===== src/rtl/layer_compositor_if.sv =====
// rtl/layer_compositor_if.sv - pixel/layer bundle between the screen pipeline and the compositor
interface layer_compositor_if #(
    parameter int N_LAYERS = 64,
    parameter int IDXW     = 6
);
    logic [9:0]             iVGA_X;
    logic [8:0]             iVGA_Y;
    logic [N_LAYERS-1:0]    iLayerVal;
    logic [24*N_LAYERS-1:0] iLayerRGB;
    logic [N_LAYERS-1:0]    iMask;
    logic [1:0]             iMode;
    logic [23:0]            iBgRGB;
    logic [7:0]             oR;
    logic [7:0]             oG;
    logic [7:0]             oB;
    logic [IDXW-1:0]        oTopIdx;
    logic                   oHit;
    logic [9:0]             oVGA_X;
    logic [8:0]             oVGA_Y;

    modport master (
        output iVGA_X, iVGA_Y, iLayerVal, iLayerRGB, iMask, iMode, iBgRGB,
        input  oR, oG, oB, oTopIdx, oHit, oVGA_X, oVGA_Y
    );

    modport slave (
        input  iVGA_X, iVGA_Y, iLayerVal, iLayerRGB, iMask, iMode, iBgRGB,
        output oR, oG, oB, oTopIdx, oHit, oVGA_X, oVGA_Y
    );
endinterface


===== src/rtl/layer_compositor.sv =====
// rtl/layer_compositor.sv - three-stage layer priority select and blend for the VGA pixel stream
module layer_compositor #(
    parameter int N_LAYERS    = 64,
    parameter int IDXW        = 6,
    parameter bit FRAME_LATCH = 1'b1
) (
    input  logic              clk,
    input  logic              reset,
    layer_compositor_if.slave bus
);
    logic [N_LAYERS-1:0]    sh_mask;
    logic [1:0]             sh_mode;
    logic [23:0]            sh_bg;
    logic                   load;
    logic                   use_in;
    logic [N_LAYERS-1:0]    eff_mask;
    logic [1:0]             eff_mode;
    logic [23:0]            eff_bg;

    logic [N_LAYERS-1:0]    s1_act;
    logic [24*N_LAYERS-1:0] s1_rgb;
    logic [9:0]             s1_x;
    logic [8:0]             s1_y;
    logic [1:0]             s1_mode;
    logic [23:0]            s1_bg;

    logic [IDXW-1:0]        top_idx;
    logic                   top_v;
    logic                   sec_v;
    logic [23:0]            top_col;
    logic [23:0]            sec_col;

    logic [IDXW-1:0]        s2_top_idx;
    logic                   s2_top_v;
    logic                   s2_sec_v;
    logic [23:0]            s2_top_col;
    logic [23:0]            s2_sec_col;
    logic [9:0]             s2_x;
    logic [8:0]             s2_y;
    logic [1:0]             s2_mode;
    logic [23:0]            s2_bg;

    logic [23:0]            col;
    logic [7:0]             dbg;

    function automatic logic [7:0] sat_add(input logic [7:0] a, input logic [7:0] b);
        logic [8:0] s;
        s = {1'b0, a} + {1'b0, b};
        return s[8] ? 8'hFF : s[7:0];
    endfunction

    function automatic logic [7:0] avg(input logic [7:0] a, input logic [7:0] b);
        logic [8:0] s;
        s = {1'b0, a} + {1'b0, b};
        return s[8:1];
    endfunction

    // The (0,0) pixel sees the freshly presented config, not the stale shadow.
    assign load     = (bus.iVGA_X == 10'd0) && (bus.iVGA_Y == 9'd0);
    assign use_in   = !FRAME_LATCH || load;
    assign eff_mask = use_in ? bus.iMask  : sh_mask;
    assign eff_mode = use_in ? bus.iMode  : sh_mode;
    assign eff_bg   = use_in ? bus.iBgRGB : sh_bg;

    always_ff @(posedge clk) begin
        if (!reset) begin
            sh_mask <= '1;
            sh_mode <= 2'b00;
            sh_bg   <= 24'h0;
        end else if (load) begin
            sh_mask <= bus.iMask;
            sh_mode <= bus.iMode;
            sh_bg   <= bus.iBgRGB;
        end
    end

    always_ff @(posedge clk) begin
        if (!reset) begin
            s1_act  <= '0;
            s1_rgb  <= '0;
            s1_x    <= '0;
            s1_y    <= '0;
            s1_mode <= '0;
            s1_bg   <= '0;
        end else begin
            s1_act  <= bus.iLayerVal & eff_mask;
            s1_rgb  <= bus.iLayerRGB;
            s1_x    <= bus.iVGA_X;
            s1_y    <= bus.iVGA_Y;
            s1_mode <= eff_mode;
            s1_bg   <= eff_bg;
        end
    end

    // Ascending scan: each newly found layer demotes the previous top to second place.
    always_comb begin
        top_idx = '0;
        top_v   = 1'b0;
        sec_v   = 1'b0;
        top_col = '0;
        sec_col = '0;
        for (int k = 0; k < N_LAYERS; k++) begin
            if (s1_act[k]) begin
                sec_col = top_col;
                sec_v   = top_v;
                top_col = s1_rgb[k*24 +: 24];
                top_v   = 1'b1;
                top_idx = IDXW'(k);
            end
        end
    end

    always_ff @(posedge clk) begin
        if (!reset) begin
            s2_top_idx <= '0;
            s2_top_v   <= 1'b0;
            s2_sec_v   <= 1'b0;
            s2_top_col <= '0;
            s2_sec_col <= '0;
            s2_x       <= '0;
            s2_y       <= '0;
            s2_mode    <= '0;
            s2_bg      <= '0;
        end else begin
            s2_top_idx <= top_idx;
            s2_top_v   <= top_v;
            s2_sec_v   <= sec_v;
            s2_top_col <= top_col;
            s2_sec_col <= sec_col;
            s2_x       <= s1_x;
            s2_y       <= s1_y;
            s2_mode    <= s1_mode;
            s2_bg      <= s1_bg;
        end
    end

    assign dbg = 8'(s2_top_idx) << (8 - IDXW);

    always_comb begin
        col = s2_bg;
        if (s2_top_v) begin
            case (s2_mode)
                2'b00: col = s2_top_col;
                2'b01: col = !s2_sec_v ? s2_top_col :
                             {sat_add(s2_top_col[23:16], s2_sec_col[23:16]),
                              sat_add(s2_top_col[15:8],  s2_sec_col[15:8]),
                              sat_add(s2_top_col[7:0],   s2_sec_col[7:0])};
                2'b10: col = !s2_sec_v ? s2_top_col :
                             {avg(s2_top_col[23:16], s2_sec_col[23:16]),
                              avg(s2_top_col[15:8],  s2_sec_col[15:8]),
                              avg(s2_top_col[7:0],   s2_sec_col[7:0])};
                default: col = {dbg, dbg, dbg};
            endcase
        end
    end

    always_ff @(posedge clk) begin
        if (!reset) begin
            bus.oR      <= '0;
            bus.oG      <= '0;
            bus.oB      <= '0;
            bus.oTopIdx <= '0;
            bus.oHit    <= 1'b0;
            bus.oVGA_X  <= '0;
            bus.oVGA_Y  <= '0;
        end else begin
            bus.oR      <= col[23:16];
            bus.oG      <= col[15:8];
            bus.oB      <= col[7:0];
            bus.oTopIdx <= s2_top_v ? s2_top_idx : '0;
            bus.oHit    <= s2_top_v;
            bus.oVGA_X  <= s2_x;
            bus.oVGA_Y  <= s2_y;
        end
    end
endmodule

===== src/flat_wrapper.sv =====
// flat-port wrapper written by rule: the top's interface ports become plain ports
module layer_compositor_flat 
#(
    parameter int N_LAYERS    = 64,
    parameter int IDXW        = 6,
    parameter bit FRAME_LATCH = 1'b1
)
  (clk, reset, bus_iVGA_X, bus_iVGA_Y, bus_iLayerVal, bus_iLayerRGB, bus_iMask, bus_iMode, bus_iBgRGB, bus_oR, bus_oG, bus_oB, bus_oTopIdx, bus_oHit, bus_oVGA_X, bus_oVGA_Y);
  layer_compositor_if #(.N_LAYERS(N_LAYERS), .IDXW(IDXW)) bus_i ();
  input  logic clk;
  input  logic reset;
  input wire logic [$bits(bus_i.iVGA_X)-1:0] bus_iVGA_X;
  input wire logic [$bits(bus_i.iVGA_Y)-1:0] bus_iVGA_Y;
  input wire logic [$bits(bus_i.iLayerVal)-1:0] bus_iLayerVal;
  input wire logic [$bits(bus_i.iLayerRGB)-1:0] bus_iLayerRGB;
  input wire logic [$bits(bus_i.iMask)-1:0] bus_iMask;
  input wire logic [$bits(bus_i.iMode)-1:0] bus_iMode;
  input wire logic [$bits(bus_i.iBgRGB)-1:0] bus_iBgRGB;
  output wire logic [$bits(bus_i.oR)-1:0] bus_oR;
  output wire logic [$bits(bus_i.oG)-1:0] bus_oG;
  output wire logic [$bits(bus_i.oB)-1:0] bus_oB;
  output wire logic [$bits(bus_i.oTopIdx)-1:0] bus_oTopIdx;
  output wire logic [$bits(bus_i.oHit)-1:0] bus_oHit;
  output wire logic [$bits(bus_i.oVGA_X)-1:0] bus_oVGA_X;
  output wire logic [$bits(bus_i.oVGA_Y)-1:0] bus_oVGA_Y;
  assign bus_i.iVGA_X = bus_iVGA_X;
  assign bus_i.iVGA_Y = bus_iVGA_Y;
  assign bus_i.iLayerVal = bus_iLayerVal;
  assign bus_i.iLayerRGB = bus_iLayerRGB;
  assign bus_i.iMask = bus_iMask;
  assign bus_i.iMode = bus_iMode;
  assign bus_i.iBgRGB = bus_iBgRGB;
  assign bus_oR = bus_i.oR;
  assign bus_oG = bus_i.oG;
  assign bus_oB = bus_i.oB;
  assign bus_oTopIdx = bus_i.oTopIdx;
  assign bus_oHit = bus_i.oHit;
  assign bus_oVGA_X = bus_i.oVGA_X;
  assign bus_oVGA_Y = bus_i.oVGA_Y;
  layer_compositor #(.N_LAYERS(N_LAYERS), .IDXW(IDXW), .FRAME_LATCH(FRAME_LATCH)) u_core (.clk(clk), .reset(reset), .bus(bus_i));
endmodule

===== config.mk =====
export PLATFORM = sky130hd
export DESIGN_NAME = layer_compositor_flat
export DESIGN_NICKNAME = d
export VERILOG_FILES = /design/src/rtl/layer_compositor_if.sv /design/src/rtl/layer_compositor.sv /design/src/flat_wrapper.sv
export SDC_FILE = /design/constraint.sdc
export NUM_CORES = 2
export LEC_CHECK = 0
export BUFFER_PORTS_ARGS = -buffer_cell sky130_fd_sc_hd__buf_2
export CAP_MARGIN = 20
export CELL_PAD_IN_SITES_DETAIL_PLACEMENT = 1
export CELL_PAD_IN_SITES_GLOBAL_PLACEMENT = 1
export CORE_AREA = 2 2 686 688
export DETAILED_ROUTE_END_ITERATION = 10
export DIE_AREA = 0 0 688 690
export PLACE_DENSITY_LB_ADDON = 0.1
export SYNTH_ARGS = -nofsm -noshare
export SYNTH_HDL_FRONTEND = slang
export SYNTH_SLANG_ARGS = --single-unit

===== constraint.sdc =====
create_clock -name clk -period 3.7 [get_ports clk]
set_input_delay 0.37 -clock clk [delete_from_list [all_inputs] [get_ports clk]]
set_output_delay 0.37 -clock clk [all_outputs]
set_load 0.03 [all_outputs]

# Word level (Yosys, flattened, before mapping)
# Index checks and enable logic that the tools add are counted.
dict set report totals {
  out_inout_bits 50
  inputBits 1711
  regBits 1860
  word_cells 359
}
dict set report op_classes {
  n_bitwise 1
  eq_ne 2
  n_reduce_logical 5
  add_sub_neg 3
  muxes 325
}
# operator count
set op_table {}
lappend op_table {{$mux 24} 130}
lappend op_table {{$mux 6} 32}
lappend op_table {{$mux 1} 128}
lappend op_table {{$mux 5} 16}
lappend op_table {{$pmux 24 s3} 1}
lappend op_table {{$and 64x64->64} 1}
lappend op_table {{$mux 64} 1}
lappend op_table {{$mux 4} 8}
lappend op_table {{$add 8x8->9} 3}
lappend op_table {{$mux 8} 3}
lappend op_table {{$mux 3} 4}
lappend op_table {{$logic_not 10->1} 1}
lappend op_table {{$logic_not 9->1} 1}
lappend op_table {{$mux 2} 2}
lappend op_table {{$eq 2x1->1 const B} 1}
lappend op_table {{$eq 2x2->1 const B} 1}
lappend op_table {{$logic_not 2->1} 1}
lappend op_table {{$reduce_and 2->1} 1}
lappend op_table {{$logic_and 1x1->1} 1}

# Depth between registers and ports, before layout
dict set report depth {
  word_depth 64
  mapped_depth 18
  ltp_nobuf 14
}

# Worst setup path before layout
# OpenSTA, ideal clock, no wires.
dict set report synth_path {
  path_type {reg-to-reg}
  start {register u_core.s1_act[16]}
  end {register u_core.s2_sec_col[16]}
  period_less_slack_ns 3.125
  slack_ns 0.575
  setup_ns 0.133
  n_path_buf 3
  arrival_time_ns 2.992
  required_time_ns 3.567
  path_stages_with_launch 16
  cell_sequence {dfxtp_1 buf_2 or3_1 buf_2 buf_2 nor2_1 nand3_1 o211ai_2 o211ai_1 a31oi_1 a21oi_1 nand2_1 a211o_1 or4b_2 a21oi_1 o211ai_2}
}
dict set report synth_via {
  elab_chain_cells 48
  elab_cells_between_ends 95
  classes_between {95 x mux}
}
# item line_no
set synth_rtl {}
lappend synth_rtl {{from (decl)} layer_compositor.sv:20} ;# logic [N_LAYERS-1:0] s1_act;
lappend synth_rtl {{from (signal assigned)} layer_compositor.sv:86} ;# s1_act <= bus.iLayerVal & eff_mask;
lappend synth_rtl {{$mux 24 (47 in series)} layer_compositor.sv:103} ;# if (s1_act[k]) begin
lappend synth_rtl {{$mux 24 (*)} layer_compositor.sv:103}
lappend synth_rtl {{to (signal assigned)} layer_compositor.sv:129} ;# s2_sec_col <= sec_col;
lappend synth_rtl {{to (decl)} layer_compositor.sv:37} ;# logic [23:0] s2_sec_col;
# Every way passes the cells marked *; elsewhere a longest branch is shown, timed or not.
# A chain may end at the register's enable or synchronous reset.

# Worst setup path in the final report
dict set report layout_path {
  start {register u_core.s1_act[4]}
  end {register u_core.s2_sec_col[6]}
}
dict set report layout_via {
  elab_chain_cells 60
  elab_cells_between_ends 119
  classes_between {119 x mux}
}
# item line_no
set layout_rtl {}
lappend layout_rtl {{$mux 24 (59 in series)} layer_compositor.sv:103}
lappend layout_rtl {{$mux 24 (*)} layer_compositor.sv:103}
# Marked as above.

==> impl_metrics.tcl <==
set metrics [dict create \
    status "finished, violations left" \
    violations "negative setup slack" \
    drive_above_1_share_pct 35.3 \
    place.gp.congestion 1.01 \
    coreArea_mm2 0.467 \
    async_reset_ff_share_pct 0 \
    cp.arrival_ps 5360 \
    layout.nets 19300 \
    cts.sinks 1860 \
    finalClockSkew_ps 99.3 \
    clock_latency_ps 1000 \
    peakVddDrop_mv 0.370 \
    slew_headroom_pct 24.3 \
    synth_area_leaders "dfxtp_1 (39%), and2_1 (11%), a21oi_1 (4.9%), nand2_1 (4.7%), o21ai_0 (3.6%)" \
    slew_viol_final 0 \
    cts_tree "yes" \
    cap_viol_max_count 0 \
    critPathRequiredTime_ps 4620 \
    hold_class "primary input to flip-flop" \
    hold_slack_ps 137 \
    drt-initial-drc-count 8801 \
    synth-edff-count 0 \
    synthFlopType "dfxtp_1" \
    layout_commonest_cell "buf_4" \
    first_pass_iters 5 \
    setup_violations 46 \
    dr_total_vias 120000 \
    portBuffers 1760 \
    p_per_area_mw_per_mm2 401 \
    track_usage_pct 34.1 \
    syn_inst 11800 \
    synth_top_cell_area_share_pct 39.0 \
    ys_seq_elements 1860 \
    ys_types 125 \
    routed_wl_mm 845 \
    leakage_nw 69.2 \
    finalWorstPathRequiredPeriod_ps 4440 \
    fin_crit_sh_pct 120 \
    hold_violations 0 \
    total_power_mw 66.6 \
    path_clk_slew_ps 60 \
    dp_hpwl_mm 700 \
    ios 1761 \
    grt_max_degree 240 \
    synth_top_area_cell "dfxtp_1" \
    postSynthAreaPerCell_um2 8.11 \
    path_class "flip-flop to flip-flop" \
    rsz0062_at_grt "true" \
    die-area_mm2 0.475 \
    syn_area_mm2 0.0955 \
    postRouteAntennaNets 0 \
    syn_to_final_growth_pct 74.2 \
    antenna_found_initial 131 \
    grt_pass1_vias 127000 \
    worst_pin_slew_ps 1140 \
    cts_made_buffers 222 \
    cp_max_fo 8 \
    via_per_inst 4.98 \
    grt_pass1_wl_mm 1120 \
    clk_root_buffer_cell "clkbuf_16" \
    drc 0 \
    cts_max_level 4 \
    utilization_pct 35.6 \
    yosys_warnings 0 \
    final_cell_mix "buf_4 (2575), dfxtp_1 (1805), dlygate4sd3_1 (1764)" \
    overflow 0 \
    initial_core_util_pct 20.5 \
    cts_max_path_buffers 4 \
    wire_per_inst_um 35.1 \
    die_width_um 688 \
    finalSetupTns_ps -17720 \
    end_kind "flip-flop" \
    placementRows 251 \
    synth-seq-area-share_pct 39.0 \
    die_h_um 690 \
    synth_fp_nets 13500 \
    finalWorstSetupSlack_ps -744 \
    cp-start-kind "flip-flop" \
    fmaxAchievable_mhz 225 \
]
metrics by stage:
| step | std cells | worst slack, ps | area, µm² |
|---|---|---|---|
| final | 24000 | -744 | 166000 |
| after global routing | 24000 | -787 | 166000 |
| after CTS | 23900 | -762 | 164000 |
| after detailed placement | 21600 | -1710 | 132000 |
| after global placement | 21600 | -3450 | 132000 |
| after floorplan | 11800 | 575 | 95500 |
timing repair:
item,CTS,global route
setup endpoints to repair,53,57
hold buffers,1764,0
gates resized for setup,1107,379
cloned,6,4
hold endpoints to repair,1710,0
pin swaps,344,244
buffers inserted,135,78
registers in the layout, summed over array words and instances (netlist names):
register,count
u_core.s1_y,9
u_core.bus.oTopIdx,6
u_core.s2_sec_col,24
u_core.bus.oHit,1
u_core.s1_x,10
u_core.s2_y,9
u_core.bus.oG,8
u_core.s1_rgb,1536
u_core.s2_mode,2
u_core.s2_top_idx,6
u_core.bus.oVGA_X,10
u_core.s2_sec_v,1
u_core.s1_bg,24
u_core.s1_act,64
u_core.s2_top_col,24
u_core.s2_x,10
u_core.bus.oVGA_Y,9
u_core.s2_bg,24
u_core.sh_mask,64
u_core.s2_top_v,1
u_core.s1_mode,2
u_core.bus.oR,8
u_core.bus.oB,8
cell usage after synthesis, drive strengths merged (198+ instances only):
cell and instances:
dfxtp 1860, nand3 198, buf 261, and2 1678, a31oi 233, clkbuf 694, a211oi 198, a21oi 940
nor2b 200, o21ai 724, nor2 642, o22ai 203, nand2 1200, nand2b 202, mux2i 224
power breakdown:
group	switching, mW	internal (mW)
Clock	9.69	13.4
Combinational	12.0	9.24
Sequential	1.23	21.1
Total	22.9	43.7
layout make-up:
class                      count  area [µm²]
sequential                  1860       37300
multi-input combinational   8810       60200
clock buffer                 309        6340
clock inverter                93        1230
inverter                     139         531
timing repair buffer        6499       52500
antenna                      135         338
tap                         6198        7750
fill                       54200      300000
logic make-up (layout without fill, tap and decap cells):
kind of cell               count (synthesis)  after routing  share of synthesized area [%]
and+or+nand+nor                         4823           4823                           27.0
xor gates and xnor gates                  47             47                          0.431
adders and majority gates                 31             31                          0.419
buffers and inverters                   1094           7040                           4.70
other                                      0            135                              0
muxes                                    296            296                           3.20
AOI/OAI and AO/OA                       3613           3613                           25.2
DFF                                     1860           1860                           39.0
layer usage:
metal / GRT usage (%) / wire, µm / vias up
met5: 0 / 92 / -
met1: 43.1 / 361000 / 60300
met4: 20.1 / 58300 / 14
met3: 3.21 / 35200 / 1318
met2: 56.2 / 390000 / 4440
li1: - / - / 53600
path summary, 6_finish.rpt:
path / slack (ps) / from / to / depth (start not counted)
worst max register to register: -740 / u_core.s1_act[4] / u_core.s2_sec_col[6] / 21
worst max-delay path: -740 / u_core.s1_act[4] / u_core.s2_sec_col[6] / 21
worst min register to register: 430 / u_core.s2_y[4] / u_core.bus.oVGA_Y[4] / 1
worst min-delay path: 140 / bus_iLayerRGB[1186] / u_core.s1_rgb[1186] / 3
critical path, stage by stage, from the launching register on:
cell      delay, ps
dfxtp_4         370
buf_12          150
buf_12          140
buf_4           160
nor3b_2         170
o31ai_2         350
o221ai_2        170
buf_6           170
a32oi_4         290
buf_12          180
buf_8           120
buf_12          110
a21boi_2         90
buf_6           150
a31oi_2         220
o22ai_1         110
a21oi_2         170
buf_4           180
nor3_4           70
o311ai_4        570
a31oi_4         220
o22ai_2         160
No activity file was read; power rests on OpenSTA's default activity.
